<file path="src/rtl/memory_responder_if.sv">
// Request/response bus between the CPU memory port and the memory responder.
interface memory_responder_if #(
  parameter int unsigned ADDR_WIDTH = 11,
  parameter int unsigned DATA_WIDTH = 16
);
  logic                  rd;
  logic                  wr;
  logic [ADDR_WIDTH-1:0] addr;
  logic [DATA_WIDTH-1:0] data_in;
  logic [DATA_WIDTH-1:0] data_out;
  logic                  ready;
  logic                  busy;
  logic                  err;

  // Requester side (CPU).
  modport master (
    output rd, wr, addr, data_in,
    input  data_out, ready, busy, err
  );

  // Responder side (memory).
  modport slave (
    input  rd, wr, addr, data_in,
    output data_out, ready, busy, err
  );
endinterface

</file>
<file path="src/rtl/memory_responder.sv">
// Memory-side responder: word store with programmable wait states, one
// request at a time, single-cycle ready/err completion pulses.
module memory_responder #(
  parameter int unsigned ADDR_WIDTH  = 11,
  parameter int unsigned DATA_WIDTH  = 16,
  parameter int unsigned DEPTH       = 64,
  parameter int unsigned WAIT_CYCLES = 2
) (
  input  logic               clock,
  input  logic               reset,
  memory_responder_if.slave  bus
);
  localparam int unsigned CNT_W = 4;
  localparam int unsigned IDX_W = (DEPTH > 1) ? $clog2(DEPTH) : 1;
  // Range check is done one bit wider than both operands so DEPTH never truncates.
  localparam int unsigned CMP_W = (ADDR_WIDTH > 32) ? ADDR_WIDTH + 1 : 33;
  localparam logic [CNT_W-1:0] CNT_LOAD = CNT_W'(WAIT_CYCLES);

  typedef enum logic {ST_IDLE, ST_WAIT} state_t;

  typedef struct packed {
    logic                  is_wr;
    logic [ADDR_WIDTH-1:0] addr;
    logic [DATA_WIDTH-1:0] data;
  } req_t;

  state_t                state_q, state_d;
  logic [CNT_W-1:0]      cnt_q, cnt_d;
  req_t                  req_q, req_d;
  logic [DATA_WIDTH-1:0] data_out_q, data_out_d;
  logic                  ready_q, ready_d;
  logic                  busy_q, busy_d;
  logic                  err_q, err_d;

  logic [DATA_WIDTH-1:0] mem_q [DEPTH];
  logic                  mem_we;
  logic                  in_range;
  logic [IDX_W-1:0]      idx;

  assign in_range = (CMP_W'(req_q.addr) < CMP_W'(DEPTH));
  assign idx      = req_q.addr[IDX_W-1:0];

  // Next-state, request latch, completion outputs and write strobe.
  always_comb begin
    state_d    = state_q;
    cnt_d      = cnt_q;
    req_d      = req_q;
    data_out_d = data_out_q;
    ready_d    = 1'b0;
    err_d      = 1'b0;
    busy_d     = busy_q;
    mem_we     = 1'b0;

    unique case (state_q)
      ST_IDLE: begin
        if (bus.rd ^ bus.wr) begin
          req_d.is_wr = bus.wr;
          req_d.addr  = bus.addr;
          req_d.data  = bus.data_in;
          cnt_d       = CNT_LOAD;
          state_d     = ST_WAIT;
          busy_d      = 1'b1;
        end else if (bus.rd && bus.wr) begin
          // Ambiguous request: reject immediately, nothing else changes.
          ready_d = 1'b1;
          err_d   = 1'b1;
        end
      end

      ST_WAIT: begin
        if (cnt_q != '0) begin
          cnt_d = cnt_q - CNT_W'(1);
        end else begin
          if (in_range) begin
            if (req_q.is_wr) mem_we = 1'b1;
            else             data_out_d = mem_q[idx];
          end else begin
            err_d = 1'b1;
            if (!req_q.is_wr) data_out_d = '0;
          end
          ready_d = 1'b1;
          busy_d  = 1'b0;
          state_d = ST_IDLE;
        end
      end

      default: state_d = ST_IDLE;
    endcase
  end

  // Control and output registers.
  always_ff @(posedge clock) begin
    if (reset) begin
      state_q    <= ST_IDLE;
      cnt_q      <= '0;
      req_q      <= '0;
      data_out_q <= '0;
      ready_q    <= 1'b0;
      busy_q     <= 1'b0;
      err_q      <= 1'b0;
    end else begin
      state_q    <= state_d;
      cnt_q      <= cnt_d;
      req_q      <= req_d;
      data_out_q <= data_out_d;
      ready_q    <= ready_d;
      busy_q     <= busy_d;
      err_q      <= err_d;
    end
  end

  // Word store; cleared on reset so an aborted write never lands.
  always_ff @(posedge clock) begin
    if (reset) begin
      for (int i = 0; i < int'(DEPTH); i++) mem_q[i] <= '0;
    end else if (mem_we) begin
      mem_q[idx] <= req_q.data;
    end
  end

  assign bus.data_out = data_out_q;
  assign bus.ready    = ready_q;
  assign bus.busy     = busy_q;
  assign bus.err      = err_q;
endmodule
</file>
<file path="src/flat_wrapper.sv">
// flat-port wrapper written by rule: the top's interface ports become plain ports
module memory_responder_flat 
#(
  parameter int unsigned ADDR_WIDTH  = 11,
  parameter int unsigned DATA_WIDTH  = 16,
  parameter int unsigned DEPTH       = 64,
  parameter int unsigned WAIT_CYCLES = 2
)
  (clock, reset, bus_rd, bus_wr, bus_addr, bus_data_in, bus_data_out, bus_ready, bus_busy, bus_err);
  memory_responder_if #(.ADDR_WIDTH(ADDR_WIDTH), .DATA_WIDTH(DATA_WIDTH)) bus_i ();
  input  logic clock;
  input  logic reset;
  input wire logic [$bits(bus_i.rd)-1:0] bus_rd;
  input wire logic [$bits(bus_i.wr)-1:0] bus_wr;
  input wire logic [$bits(bus_i.addr)-1:0] bus_addr;
  input wire logic [$bits(bus_i.data_in)-1:0] bus_data_in;
  output wire logic [$bits(bus_i.data_out)-1:0] bus_data_out;
  output wire logic [$bits(bus_i.ready)-1:0] bus_ready;
  output wire logic [$bits(bus_i.busy)-1:0] bus_busy;
  output wire logic [$bits(bus_i.err)-1:0] bus_err;
  assign bus_i.rd = bus_rd;
  assign bus_i.wr = bus_wr;
  assign bus_i.addr = bus_addr;
  assign bus_i.data_in = bus_data_in;
  assign bus_data_out = bus_i.data_out;
  assign bus_ready = bus_i.ready;
  assign bus_busy = bus_i.busy;
  assign bus_err = bus_i.err;
  memory_responder #(.ADDR_WIDTH(ADDR_WIDTH), .DATA_WIDTH(DATA_WIDTH), .DEPTH(DEPTH), .WAIT_CYCLES(WAIT_CYCLES)) u_core (.clock(clock), .reset(reset), .bus(bus_i));
endmodule
</file>
<file path="config.mk">
export PLATFORM = sky130hd
export DESIGN_NAME = memory_responder_flat
export DESIGN_NICKNAME = d
export VERILOG_FILES = /design/src/rtl/memory_responder_if.sv /design/src/rtl/memory_responder.sv /design/src/flat_wrapper.sv
export SDC_FILE = /design/constraint.sdc
export NUM_CORES = 2
export LEC_CHECK = 0
export ABC_AREA = 1
export CORE_MARGIN = 5
export CORE_UTILIZATION = 25
export CTS_CLUSTER_SIZE = 10
export DETAILED_ROUTE_END_ITERATION = 8
export GPL_TIMING_DRIVEN = 1
export PLACE_DENSITY_LB_ADDON = 0.15
export SETUP_SLACK_MARGIN = 0.3
export SLEW_MARGIN = 15
export SYNTH_ARGS = -nofsm -noshare
export SYNTH_HDL_FRONTEND = slang
export SYNTH_SLANG_ARGS = --single-unit
</file>
<file path="constraint.sdc">
create_clock -name clock -period 2.68 [get_ports clock]
set_clock_uncertainty 0.15 [all_clocks]
set_input_delay 0.536 -clock clock [delete_from_list [all_inputs] [get_ports clock]]
set_output_delay 0.536 -clock clock [all_outputs]
set_load 0.02 [all_outputs]
</file>
==> Word level (Yosys, flattened, before mapping) <==
Memories as Yosys holds them, arrays and structs flattened. A register that Yosys moved wholly into a read port is not among the register bits.
Cells that the tools add are included.
{ "op_classes": {"n_addsub": 1, "n_lt_le_gt_ge": 1, "eq_ne": 3, "n_mux": 33, "bitwise_logic": 4, "n_reduce_logical": 7} }
{ "ops": {"columns": ["cell", "n"], "rows": [
  ["$mux W16", 4],
  ["$mux W1", 19],
  ["$mux W6", 3],
  ["$reduce_or A16 Y1", 1],
  ["$lt A11 B7 Y1 const B", 1],
  ["$mux W4", 2],
  ["$pmux W1 S2", 4],
  ["$pmux W4 S2", 1],
  ["$reduce_and A2 Y1", 3],
  ["$ne A2 B2 Y1 const B", 2],
  ["$reduce_bool A4 Y1", 1],
  ["$sub A4 B1 Y4 const B", 1],
  ["$not A1 Y1", 3],
  ["$reduce_and A3 Y1", 1],
  ["$ne A2 B1 Y1 const B", 1],
  ["$logic_and A1 B1 Y1", 1],
  ["$xor A1 B1 Y1", 1]
]} }
{ "totals": {"register_bits": 52, "mem_bits_rw": 1024, "in_bits": 31, "out_inout_bits": 19, "elab_cells": 59, "mem_count": 1} }
{ "memory_table": {"columns": ["memory", "depth", "width", "rd", "rd_ports_with_merged_regs", "wr", "line_no", "text"], "rows": [
  ["u_core.mem_q", 64, 16, 1, 1, 64, "memory_responder.sv:35", "logic [DATA_WIDTH-1:0] mem_q [DEPTH];"]
]} }

==> Depth between registers and ports, before layout <==
{ "depth": {"ltp_word": 9, "depth_mapped": 14, "mapped_depth_nobuf": 12} }

==> Worst setup path after synthesis <==
No wires, ideal clock.
{ "synth_path": {"path_kind": "register to register", "start": "register u_core.cnt_q[0]", "end": "memory u_core.mem_q[32][0], enable pin", "t_arrival_ps": 2235, "t_required_ps": 2158, "setup_slack_ps": -76, "stages_incl_launch_ff": 14, "n_path_buf": 1, "period_less_slack_ps": 2756, "path_cell_list": "dfxtp_1 -> inv_1 -> ha_1 -> inv_1 -> nor3_1 -> inv_1 -> nor2_2 -> nand2_1 -> nor3_2 -> nand2_2 -> nor2_4 -> nand2_2 -> buf_2 -> nand2_1"} }
{ "synth_rtl": {"columns": ["item", "line_no", "text"], "rows": [
  ["from (decl)", "memory_responder.sv:28", "logic [CNT_W-1:0] cnt_q, cnt_d;"],
  ["from (signal assigned)", "memory_responder.sv:103", "cnt_q <= cnt_d;"],
  ["to (decl)", "memory_responder.sv:35", null]
]} }

==> results.json <==
{
  "status": "complete, no violations",
  "ant_nets": 0,
  "powerDensity_nw_per_um2": 707,
  "fmax_ghz": 0.381,
  "worstPathArrival_ns": 3.18,
  "timing.rr.end": "u_core.bus.data_out[12]$_SDFFE_PP0P_",
  "first_pass_iters": 6,
  "p_total_w": 0.0443,
  "netlist_instances": 5018,
  "core_um2": 192000,
  "dieArea_um2": 202000,
  "switching_power_w": 0.0132,
  "peakVddDrop_v": 0.000742,
  "r2r_cells": 15,
  "die_width_um": 449,
  "detail_route.wirelength_mm": 184,
  "syn_nets": 5051,
  "ys_warn_count": 0,
  "boundaryPins": 50,
  "pwr-share-comb_pct": 17.9,
  "synth_area_leader_cell": "edfxtp_1",
  "cts.sinks": 1082,
  "nNetsFinal": 5226,
  "ctsHtreeMaxLevel": 4,
  "worstMarginPinSlew_ns": 1.13,
  "drc": 0,
  "clockBufferDepth": 3,
  "wl_per_cell_um": 23.6,
  "cts_tree": "done",
  "ctsRootBufferMaster": "clkbuf_16",
  "synth.most_common_cell": "nand2_1",
  "p_leak_nw": 23.0,
  "routed_via_density": 4.68,
  "slew_headroom_pct": 24.7,
  "final_layout_size_suffix_gt1_share_pct": 17.5,
  "clk_latency_ns": 0.77,
  "cts_made_buffers": 136,
  "place_congestion": 0.842,
  "dr_total_vias": 36500,
  "required_ns": 3.24,
  "hold_depth": 3,
  "drtIter0Drc": 3050,
  "yosysUniqueCellTypes": 22,
  "hp-class": "input pin to register",
  "rsz0062_at_grt": "true",
  "synthFlopType": "edfxtp_1",
  "setup_slack_ns": 0.0539,
  "rows": 161,
  "grt_pass1_vias": 34800,
  "area_delta_synth_final_pct": 29.8,
  "ys_ff_latch": 1082,
  "synth-edff-count": 1024,
  "worstSetupEndpointType": "register",
  "cap_violations": 0,
  "p_seq_share_pct": 43.6,
  "final_area_um2": 62700,
  "start_util_pct": 25.1,
  "die_y_um": 449,
  "placed_cell_area_um2": 54400,
  "grt_pass1_wl_mm": 251,
  "period_share_pct": 98.0,
  "avgSynthCellArea_um2": 9.62,
  "hold_viol_final": 0,
  "grt_usage_pct": 16.8,
  "place_ws_ns": -0.305,
  "report.final.slew_viol_count": 0,
  "min_from": "bus_addr[6]",
  "syn_area_um2": 48300,
  "r2r_setup_slack_ns": 0.05,
  "start_kind": "register",
  "gr-total-overflow": 0,
  "yosysSeqAreaShare_pct": 66.1,
  "synth_top_area_share_pct": 63.7,
  "p_int_w": 0.0311,
  "criticalPathCategory": "register to register",
  "clock_power_share_pct": 38.5,
  "swShare_pct": 29.8,
  "hpwl_mm": 110,
  "grt_max_degree": 65,
  "path_max_fanout": 16,
  "synth_top_cells_by_count": "1,407 x nand2_1, 1,041 x nor2_1, 1,024 x edfxtp_1",
  "numPortBuffers": 49,
  "synth_area_leaders": "edfxtp_1 64%, nand2_1 11%, nand3_1 9.0%",
  "setup_violations": 0,
  "holdBufCountCts": 0,
  "worst_hold_path.endpoint": "u_core.req_q[22]$_SDFFE_PP0P_",
  "antenna_found_initial": 4,
  "min_period_ns": 2.63,
  "async_flop_share_pct": 0,
  "path_clk_slew_ns": 0.05
}
## worst max path at each step
stage | endpoint | slack [ns] | depth (start not counted)
after floorplan | u_core.mem_q[41][0]$_SDFFCE_PN0P_ | 0.18 | 13
after global placement | u_core.mem_q[0][6]$_SDFFCE_PN0P_ | -0.33 | 10
after detailed placement | u_core.mem_q[1][8]$_SDFFCE_PN0P_ | -0.31 | 10
after CTS | u_core.mem_q[63][13]$_SDFFCE_PN0P_ | 0.04 | 15
after global routing | u_core.mem_q[24][10]$_SDFFCE_PN0P_ | -0.01 | 15
final | u_core.bus.data_out[12]$_SDFFE_PP0P_ | 0.05 | 15
## worst max-delay path, stage by stage (launching register included)
cell and delay (ns):
dfxtp_4 0.43, buf_6 0.14, buf_16 0.14, buf_12 0.15, buf_16 0.16, nand2_1 0.06, nand3_1 0.12, nand3_1 0.21
nand2_1 0.19, nand2_1 0.08, nand3_1 0.09, nand3_1 0.10, buf_4 0.18, nand2_1 0.14, nand2_1 0.09, a21oi_1 0.13
## per-layer routing
metal	vias up	track usage (%)	routed length (um)
met5	-	0	0
met4	0	3.93	4000
met3	208	2.39	8820
met2	872	27.3	85700
met1	18300	23.9	85400
li1	17200	-	-
## cell type report
type | instances | area (um^2)
Antenna cell | 1 | 2.50
Clock buffer | 195 | 3690
Clock inverter | 32 | 314
Fill cell | 19600 | 130000
Inverter | 40 | 226
Multi-Input combinational cell | 3491 | 17000
Sequential cell | 1082 | 31900
Tap cell | 2526 | 3160
Timing Repair Buffer | 441 | 6330
Timing Repair inverter | 1 | 30.0
## through the flow
step	TNS, ns	std cells	utilization [%]	hold WS [ns]
after CTS	0	7709	30.6	0.185
final	0	7809	32.6	0.248
after detailed placement	-349.58	7465	28.3	0.283
after global routing	-0.0646	7808	32.6	0.227
after floorplan	0	5018	-	0.267
after global placement	-394.92	7465	28.3	0.282
## power groups by stage
stage	combinational (W)	clock (W)	sequential, W
after floorplan	0.00337	0	0.0195
after global placement	0.00686	0	0.0196
after detailed placement	0.00688	0	0.0196
after CTS	0.00696	0.0175	0.0193
after global routing	0.00841	0.0182	0.0193
final	0.00792	0.0171	0.0193
## sequential cells by signal, indices dropped and copies added (netlist names), named ones only
name	count
u_core.cnt_q	4
u_core.mem_q	1024
u_core.req_q	22
u_core.state_q	1
u_core.idx	6
u_core.bus.err	1
u_core.bus.data_out	16
u_core.bus.busy	1
u_core.bus.ready	1
## repair_timing
item,CTS,global route
resized for setup,44,449
cloned,8,63
pin swaps,6,29
endpoints found under the setup margin,2082,2083
buffers inserted,9,36
## kinds of logic after synthesis
kind of cell | after synthesis | synth area share, %
AO/OA/AOI/OAI | 75 | 0.791
buffers and inverters | 459 | 3.75
adder cells (fa/ha/maj) | 2 | 0.0518
AND/OR/NAND/NOR | 3399 | 29.3
XOR/XNOR | 1 | 0.0181
flip-flops | 1082 | 66.1
## cells in the final DEF (no fill, tap or decap), drive strengths merged, types with 2 or more instances in the layout
cell | Yosys | final
clkbuf | 321 | 247
a21oi | 42 | 42
ha | 2 | 2
clkinv | 4 | 25
nand2 | 1473 | 1487
nor2 | 1050 | 1050
nand3 | 866 | 866
inv | 36 | 47
nor3 | 10 | 10
dfxtp | 58 | 58
clkdlybuf4s50 | 0 | 49
o21ai | 31 | 31
buf | 98 | 340
edfxtp | 1024 | 1024
Note: power is estimated with default switching activity, not from simulation.
